[src/rtl/fixed_acc_drain.sv]
// fixed_acc_drain
//   Drain stage for a multiply-accumulate datapath. Gates operand beats into an
//   external MAC, feeds the accumulator back (or zero at the start of a vector),
//   captures the final dot-product sum, and requantises it into a signed
//   OUT_SIZE-bit result. The result is offered on a valid/ready output.
//
// Parameters
//   ACC_DESIRED : accumulator width (matches the MAC stage)
//   OUT_SIZE    : signed output width
//   SHIFT       : right-shift for requantisation, 0..ACC_DESIRED-2
//
// Ports
//   clock, reset          : rising-edge clock, synchronous active-high reset
//   inValid, inLast       : upstream beat present / beat ends its vector
//   inReady               : block accepts a beat this cycle
//   opEnable              : beat accepted this cycle (MAC operands live)
//   accOut                : registered MAC result
//   accIn                 : feedback operand to the MAC
//   outValid, outReady    : output handshake
//   outData, outSat       : requantised result and clamp flag
module fixed_acc_drain #(
  parameter int ACC_DESIRED = 32,
  parameter int OUT_SIZE    = 8,
  parameter int SHIFT       = 8
) (
  input  logic                          clock,
  input  logic                          reset,
  input  logic                          inValid,
  input  logic                          inLast,
  output logic                          inReady,
  output logic                          opEnable,
  input  logic signed [ACC_DESIRED-1:0] accOut,
  output logic signed [ACC_DESIRED-1:0] accIn,
  output logic                          outValid,
  input  logic                          outReady,
  output logic signed [OUT_SIZE-1:0]    outData,
  output logic                          outSat
);

  localparam logic signed [ACC_DESIRED:0] ONE  = {{ACC_DESIRED{1'b0}}, 1'b1};
  // Half an LSB of the shifted result; zero when SHIFT is zero.
  localparam logic signed [ACC_DESIRED:0] RND  = (ONE << SHIFT) >> 1;
  localparam logic signed [ACC_DESIRED:0] MAXV = (ONE << (OUT_SIZE - 1)) - ONE;
  localparam logic signed [ACC_DESIRED:0] MINV = -(ONE << (OUT_SIZE - 1));

  logic                          first_q, first_d;
  logic                          pend_q, pend_d;
  logic                          capValid_q, capValid_d;
  logic signed [ACC_DESIRED-1:0] cap_q, cap_d;
  logic                          outValid_q, outValid_d;
  logic signed [OUT_SIZE-1:0]    outData_q, outData_d;
  logic                          outSat_q, outSat_d;

  logic                          accept;
  logic                          transfer;
  logic signed [ACC_DESIRED:0]   r;
  logic signed [ACC_DESIRED:0]   q;
  logic signed [OUT_SIZE-1:0]    qData;
  logic                          qSat;

  always_comb begin
    inReady  = !(capValid_q && outValid_q && !outReady);
    accept   = inValid && inReady;
    opEnable = accept;
    accIn    = first_q ? '0 : accOut;
    transfer = capValid_q && (!outValid_q || outReady);
  end

  // Requantisation of the capture register, one bit wider than the accumulator
  // so the rounding add cannot overflow.
  always_comb begin
    r     = {cap_q[ACC_DESIRED-1], cap_q} + RND;
    q     = r >>> SHIFT;
    qData = q[OUT_SIZE-1:0];
    qSat  = 1'b0;
    if (q > MAXV) begin
      qData = MAXV[OUT_SIZE-1:0];
      qSat  = 1'b1;
    end else if (q < MINV) begin
      qData = MINV[OUT_SIZE-1:0];
      qSat  = 1'b1;
    end
  end

  always_comb begin
    first_d    = first_q;
    pend_d     = 1'b0;
    cap_d      = cap_q;
    capValid_d = capValid_q;
    outValid_d = outValid_q;
    outData_d  = outData_q;
    outSat_d   = outSat_q;

    if (accept) begin
      first_d = inLast;
    end
    // The MAC registers the final sum on the edge that accepts the last beat,
    // so the capture happens one edge later via this pending flag.
    pend_d = accept && inLast;

    if (transfer) begin
      capValid_d = 1'b0;
    end
    if (pend_q) begin
      cap_d      = accOut;
      capValid_d = 1'b1;
    end

    if (transfer) begin
      outValid_d = 1'b1;
      outData_d  = qData;
      outSat_d   = qSat;
    end else if (outReady) begin
      outValid_d = 1'b0;
    end
  end

  always_ff @(posedge clock) begin
    if (reset) begin
      first_q    <= 1'b1;
      pend_q     <= 1'b0;
      cap_q      <= '0;
      capValid_q <= 1'b0;
      outValid_q <= 1'b0;
      outData_q  <= '0;
      outSat_q   <= 1'b0;
    end else begin
      first_q    <= first_d;
      pend_q     <= pend_d;
      cap_q      <= cap_d;
      capValid_q <= capValid_d;
      outValid_q <= outValid_d;
      outData_q  <= outData_d;
      outSat_q   <= outSat_d;
    end
  end

  assign outValid = outValid_q;
  assign outData  = outData_q;
  assign outSat   = outSat_q;

endmodule
[config.mk]
export PLATFORM = sky130hd
export DESIGN_NAME = fixed_acc_drain
export DESIGN_NICKNAME = d
export VERILOG_FILES = /design/src/rtl/fixed_acc_drain.sv
export SDC_FILE = /design/constraint.sdc
export NUM_CORES = 1
export LEC_CHECK = 0
export BUFFER_PORTS_ARGS = -buffer_cell sky130_fd_sc_hd__buf_2
export CORE_ASPECT_RATIO = 1.1
export CORE_MARGIN = 2
export CORE_UTILIZATION = 49
export CTS_CLUSTER_DIAMETER = 60
export DETAILED_ROUTE_END_ITERATION = 10
export HOLD_SLACK_MARGIN = 0.1
export PLACE_DENSITY = 0.78
export SYNTH_ARGS = -nofsm -noshare
export SYNTH_HDL_FRONTEND = slang
export SYNTH_SLANG_ARGS = --single-unit
[constraint.sdc]
create_clock -name clock -period 3.79 [get_ports clock]
set_clock_uncertainty 0.05 [all_clocks]
set_input_delay 0.379 -clock clock [delete_from_list [all_inputs] [get_ports clock]]
set_output_delay 0.379 -clock clock [all_outputs]
set_load 0.005 [all_outputs]
* Word level (Yosys, flattened, before mapping)
Cells that the tools add are included.
Word-level totals: bits of input ports 37, word-level logic and storage cells 30, output and inout port bits 44, register bits after elaboration 45
Operators by class: add/subtract/negate cells 1, muxes and demuxes 9, reductions and logical operators 11, order comparisons 2
Operators with widths (count):
- $add 32x9->33 const B | 1
- $mux 32 | 1
- $gt 25x8->1 const B | 1
- $lt 25x8->1 const B | 1
- $mux 8 | 2
- $mux 1 | 6
- $logic_and 1x1->1 | 5
- $reduce_bool 2->1 | 2
- $logic_not 1->1 | 3
- $logic_or 1x1->1 | 1

* Logic depth before layout (Yosys ltp)
Gate-level depths: netlist of run 1.
depth in word-level cells 5, mapped depth 10

* Least setup slack after synthesis of run 1
No wires, ideal clock.
kind register to register, start point register cap_q[7], end point register outData_q[5] (netlist: outData[5]), arrival 2179 ps, cell stages (with the launch flop) 10, path buffers 1, required time 3606 ps, setup slack 1427 ps, cells stage by stage dfxtp_1 ha_1 buf_2 nand2_1 nor2_1 or4b_1 a311o_1 a22oi_1 a31o_4 a211oi_2
On the way: word-level cells in the longest chain between the ends 4, elaborated cells between the ends (all ways) 5, classes of those cells 1 x add/sub; 2 x order compare; 2 x mux
RTL lines:
- from (decl) | line 49 | logic signed [ACC_DESIRED-1:0] cap_q, cap_d;
- from (signal assigned) | line 130 | cap_q <= cap_d;
- $add 32x9->33 (*) | line 72 | r = {cap_q[ACC_DESIRED-1], cap_q} + RND;
- $lt 25x8->1 | line 79 | end else if (q < MINV) begin
- $mux 8 | line 79
- $mux 8 (*) | line 76 | if (q > MAXV) begin
- to (signal assigned) | line 133 | outData_q <= outData_d;
- to (decl) | line 51 | logic signed [OUT_SIZE-1:0] outData_q, outData_d;
Mark *: on every way between the ends. The rest lies on a longest branch, timed or not. A chain may end at the register's enable or synchronous reset.

* Worst setup path in the final report of run 1
start point register cap_q[7], end point register outSat_q (netlist: outSat)
On the way: word-level cells in the longest chain between the ends 4, elaborated cells between the ends (all ways) 5, classes of those cells 1 x add/sub; 2 x order compare; 2 x mux
RTL lines:
- $add 32x9->33 (*) | line 72
- $lt 25x8->1 | line 79
- $mux 1 | line 79
- $mux 1 (*) | line 76
- to (signal assigned) | line 134 | outSat_q <= outSat_d;
- to (decl) | line 52 | logic outSat_q, outSat_d;
Marks and branches as above.

==> flow_summary.json, run 1 <==
{
  "fin_nets": 399,
  "r2r-end": "outSat$_SDFFE_PP0P_",
  "synth.distinct_cells": 56,
  "drt_iter0_drc": 119,
  "die_w_um": 71.5,
  "critPathArrivalTime_ns": 2.76,
  "hold_buffers": 0,
  "num_vias": 2316,
  "min_from": "accOut[15]",
  "final_hold_viol_count": 0,
  "fmax_ghz": 0.377,
  "crit-reg2reg-launch": "cap_q[7]$_SDFFE_PP0P_",
  "cp_slowest_stage_delay_ns": 0.44,
  "final_cells": 420,
  "synthesis.instances": 293,
  "cts-htree-levels": 2,
  "cts_made_buffers": 5,
  "cap_violations": 0,
  "place_hpwl_um": 4150,
  "insertion_delay_ns": 0.30,
  "die_area_um2": 5590,
  "clkTransAtPathRegs_ns": 0.08,
  "leakagePower_nw": 1.18,
  "core-area_um2": 4900,
  "grt.total_usage": 0.206,
  "synthArstFlopShare": 0,
  "antenna_left": 0,
  "syn_area_per_cell_um2": 8.37,
  "internal-power_mw": 0.756,
  "area_delta_synth_final_pct": 21.5,
  "slew_headroom": 0.280,
  "cts_resized": 0,
  "min_period_over_period": 0.700,
  "p_sw_frac": 0.233,
  "synth_ff_type": "dfxtp_1",
  "hold_class": "input port to flop",
  "first_pass_iters": 4,
  "ys_seq_elements": 38,
  "drt_wl_total_um": 5660,
  "gp_congestion": 0.952,
  "worst_hold_slack_ns": 0.268,
  "io_buffers": 80,
  "synth.net_count": 331,
  "clock_tree.root_cell": "clkbuf_8",
  "finalSetupTns_ns": 0,
  "end_kind": "flop",
  "antenna_found_initial": 0,
  "io_pins": 81,
  "grt_max_degree": 39,
  "slowest_stage": "a2111oi_2",
  "postCtsSetupBuffers": 0,
  "yosysWarnings": 0,
  "reg2reg_slack_ns": 1.14,
  "clk_path_buf_depth": 2,
  "clkPwrFrac": 0.439,
  "path_cells": "ha_1 > nand2_1 > nor4_2 > and3_1 > o2111ai_1 > a2111oi_2 > a31o_4 > a211oi_2",
  "clock_sinks": 38,
  "peakVddDrop_uv": 198,
  "wl_per_cell_um": 13.5,
  "p_seq_frac": 0.445,
  "die_h_um": 78.2,
  "synth_edf_count": 0,
  "crit_fanout": 8,
  "cts_tree": "done",
  "worstRegToRegCells": 8,
  "antenna_cells": 0,
  "cp.required_ns": 3.89,
  "status": "finished, final reports clean",
  "drive_gt1_frac": 0.298,
  "hold_end": "cap_q[15]$_SDFFE_PP0P_",
  "grt_pass1_vias": 2120,
  "core.rowCount": 27,
  "pwr_density_cell_nw_per_um2": 331,
  "p_switching_mw": 0.230,
  "min_path_cells": 3,
  "drv_slew": 0,
  "yosysSeqAreaShare": 0.310,
  "fin_crit_ns": 2.65,
  "viasPerCell": 5.51,
  "setup_viol": 0,
  "rsz0062_at_grt": "no",
  "synthesis.area_um2": 2450,
  "power_frac_comb": 0.116,
  "critPathKind": "flop to flop",
  "drc": 0,
  "grt_pass1_wl_um": 9420,
  "grt_overflow": 0,
  "worstMarginPinSlew_ns": 1.08,
  "dpl.cell_count": 412,
  "initial_core_util": 0.501,
  "startpoint_type": "flop"
}
routing by layer:
layer	routed length [µm]	share of wire	GRT usage
met5	0	0	0
met4	99	0.017	0.0792
met3	316	0.056	0.0462
met2	2640	0.47	0.343
met1	2610	0.46	0.258
power by group through the flow:
stage	Sequential [mW]	Combinational, mW	Clock (mW)
after floorplan	0.433	0.0803	0
after global placement	0.447	0.113	0
after detailed placement	0.448	0.115	0
after CTS	0.439	0.116	0.437
after global routing	0.442	0.128	0.457
final	0.439	0.114	0.433
critical path, delay by kind of cell, from the launching register on:
| family | cells | cell delay [ns] |
|---|---|---|
| AOI/OAI and AO/OA | 4 | 0.96 |
| and+or+nand+nor | 3 | 0.74 |
| DFF | 1 | 0.42 |
| adders and majority gates | 1 | 0.34 |
worst max path at each step:
stage	from	endpoint	depth (start not counted)
3_3_place_gp	cap_q[7]$_SDFFE_PP0P_	outSat$_SDFFE_PP0P_	8
4_1_cts	cap_q[7]$_SDFFE_PP0P_	outSat$_SDFFE_PP0P_	8
6_report	cap_q[7]$_SDFFE_PP0P_	outSat$_SDFFE_PP0P_	8
5_1_grt	cap_q[7]$_SDFFE_PP0P_	outData[1]$_SDFFE_PP0P_	8
2_1_floorplan	cap_q[7]$_SDFFE_PP0P_	outData[5]$_SDFFE_PP0P_	9
3_5_place_dp	cap_q[7]$_SDFFE_PP0P_	outSat$_SDFFE_PP0P_	8
cell families after synthesis:
kind of cell / count (synthesis) / synth area share
compound gates: 40 / 0.147
buf+inv: 26 / 0.0500
mux: 27 / 0.111
flops: 38 / 0.310
fa+ha+maj: 1 / 0.00510
simple gates: 152 / 0.344
xor+xnor: 9 / 0.0321
cells in the mapped netlist, types with 2 or more instances:
master,instances,area share
a32oi_1,2,0.0071
nand4b_1,2,0.0071
buf_4,3,0.0092
xnor2_1,7,0.025
or4_1,2,0.0061
mux2i_1,26,0.11
o21ai_0,5,0.010
and2_1,3,0.0077
a22oi_1,2,0.0061
nor2_1,41,0.063
xor2_1,2,0.0071
nand4_1,5,0.013
clkbuf_1,11,0.017
dfxtp_1,38,0.31
o31ai_1,3,0.0092
and3_1,6,0.015
o211ai_1,2,0.0061
and4_1,3,0.011
nor2b_1,34,0.087
a211oi_2,8,0.041
nor3b_1,2,0.0061
nor3_1,4,0.0082
a21oi_1,3,0.0061
inv_1,5,0.0077
nand3_1,10,0.020
nor4_1,3,0.0077
nand2_1,16,0.024
buf_2,5,0.010
or3_1,3,0.0077
a211oi_1,3,0.0092
nand2b_1,9,0.023
area by class of cell:
cell class	count	area (µm²)
Sequential cell	38	761
Timing Repair Buffer	82	415
Fill cell	446	1920
Clock inverter	2	60.1
Clock buffer	6	82.6
Multi-Input combinational cell	229	1570
Inverter	5	18.8
Tap cell	58	72.6
layout by cell type (no fill, tap or decap), drive strengths merged, types with 6 or more instances in the layout:
master / instances
buf: 82
nand2: 17
mux2i: 26
and3: 6
nand4: 6
xnor2: 7
nand3: 11
a211oi: 11
nor2b: 34
nor2: 41
nand2b: 9
dfxtp: 38
clkbuf: 6
state kept, by name (all words and copies together) (netlist names):
| register | count |
|---|---|
| pend_q | 1 |
| outSat | 1 |
| first_q | 1 |
| outValid | 1 |
| outData | 8 |
| capValid_q | 1 |
| cap_q | 25 |
per-stage QoR:
step	total power [mW]	util	worst slack, ns	instance area (µm²)
after CTS	0.992	0.608	1.18	2980
after global routing	1.03	0.608	0.914	2980
after global placement	0.560	0.579	1.28	2840
after detailed placement	0.563	0.579	1.20	2840
after floorplan	0.514	-	1.43	2450
final	0.986	0.608	1.14	2980
Note: power is estimated with default switching activity, not from simulation.
==> inputs of run 2 (changes only) <==
- clock period: 3.79 -> 2.7 ns (I/O delays scaled with it)
==> run 2 against run 1 <==
Effect of this change: routed wire length is 0.21% higher; clock power is 33% higher; count of clock-buffer cells in the layout down 1; utilization rose by 0.84 points; flip-flop and latch count unchanged; global-route usage is 0.10 points lower; critical path type unchanged.
==> flow_summary.json, run 2 (synthesis results as in run 1) <==
{
  "status": "finished, final reports clean",
  "pwr_density_cell_nw_per_um2": 448,
  "clk_path_buf_depth": 2,
  "power_mw": 1.35,
  "hold_buffers": 0,
  "slowest_stage": "or4b_1",
  "critPathKind": "flop to flop",
  "largest_reg_flops": 25,
  "grt_pass1_wl_um": 9280,
  "viasPerCell": 5.54,
  "cts-htree-levels": 2,
  "fmax_ghz": 0.404,
  "io_buffers": 80,
  "cts_resized": 0,
  "cap_violations": 0,
  "cp.required_ns": 2.80,
  "min_period_over_period": 0.917,
  "cts_tree": "done",
  "cp_slowest_stage_delay_ns": 0.50,
  "cp_num_buf_inv": 0,
  "antenna_cells": 0,
  "end_kind": "flop",
  "io_pins": 81,
  "crit_family": "compound AO/OA/AOI/OAI gates",
  "grt.total_usage": 0.205,
  "grt_overflow": 0,
  "finalSetupTns_ns": 0,
  "drc": 0,
  "fin_crit_ns": 2.48,
  "final_common_cell": "buf_2",
  "worstMarginPinSlew_ns": 0.740,
  "cts_made_buffers": 5,
  "fin_nets": 403,
  "core-area_um2": 4900,
  "antenna_left": 0,
  "num_vias": 2348,
  "antenna_found_initial": 0,
  "crit_fanout": 8,
  "critPathArrivalTime_ns": 2.58,
  "area_delta_synth_final_pct": 23.2,
  "drive_gt1_frac": 0.311,
  "layout_common_cells": "buf_2, nor2_1, dfxtp_1",
  "die_area_um2": 5590,
  "largest-register": "cap_q",
  "initial_core_util": 0.501,
  "postCtsSetupBuffers": 0,
  "insertion_delay_ns": 0.29,
  "path_cells": "ha_1 > nand2_1 > nor2_1 > or4b_1 > a311o_1 > a22oi_1 > a31o_4 > a211oi_2",
  "clock_tree.root_cell": "clkbuf_8",
  "slew_headroom": 0.507,
  "drt_iter0_drc": 104,
  "grt_pass1_vias": 2071,
  "peakVddDrop_uv": 325,
  "wl_per_cell_um": 13.4,
  "drv_slew": 0,
  "setup_viol": 0,
  "grt_max_degree": 39,
  "die_w_um": 71.5,
  "final_hold_viol_count": 0,
  "leakagePower_nw": 1.22,
  "hold_class": "input port to flop",
  "drt_wl_total_um": 5680,
  "clkTransAtPathRegs_ns": 0.08,
  "core.rowCount": 27,
  "startpoint_type": "flop",
  "die_h_um": 78.2,
  "rsz0062_at_grt": "no",
  "place_hpwl_um": 4290,
  "worst_hold_slack_ns": 0.170,
  "gp_congestion": 0.952,
  "clock_sinks": 38,
  "first_pass_iters": 4
}
-- run 2: worst paths after layout --
path,start,endpoint,slack [ns],depth (start not counted)
min reg2reg,outData[7]$_SDFFE_PP0P_,outData[7]$_SDFFE_PP0P_,0.43,2
max reg2reg,cap_q[7]$_SDFFE_PP0P_,outSat$_SDFFE_PP0P_,0.22,8
max,cap_q[7]$_SDFFE_PP0P_,outSat$_SDFFE_PP0P_,0.22,8
min,accOut[18],cap_q[18]$_SDFFE_PP0P_,0.17,3
-- run 2: power by group --
part	internal (mW)	leakage, nW	switching, mW	total (mW)
sequential	0.580	0.310	0.0308	0.611
combinational	0.0890	0.838	0.0794	0.168
clock	0.370	0.0683	0.205	0.575
total	1.04	1.22	0.315	1.35
-- run 2: final cells by class --
cell class | instances | area (µm²)
fillers | 443 | 1880
well taps | 58 | 72.6
repair buffers | 86 | 445
clock inverters | 3 | 68.8
clock buffers | 5 | 68.8
multi-input cells | 229 | 1580
flip-flops and latches | 38 | 762
inverters | 5 | 18.8
-- run 2: through the flow --
stage	setup slack, ns	area (µm²)	std cells	utilization
final	0.223	3020	424	0.617
after CTS	0.188	3000	424	0.613
after global placement	0.302	2870	416	0.585
after floorplan	0.337	2450	293	-
after detailed placement	0.203	2870	416	0.585
after global routing	0.0467	3020	424	0.617
-- run 2: tightest hold or removal path, stage by stage --
cell and delay (ns):
buf_2 0.08, mux2i_1 0.06, nor2_1 0.07
-- run 2: routing by layer --
| metal | wire (µm) | GRT usage |
|---|---|---|
| met5 | 0 | 0 |
| met4 | 112 | 0.0736 |
| met3 | 404 | 0.0488 |
| met2 | 2730 | 0.344 |
| met1 | 2430 | 0.255 |
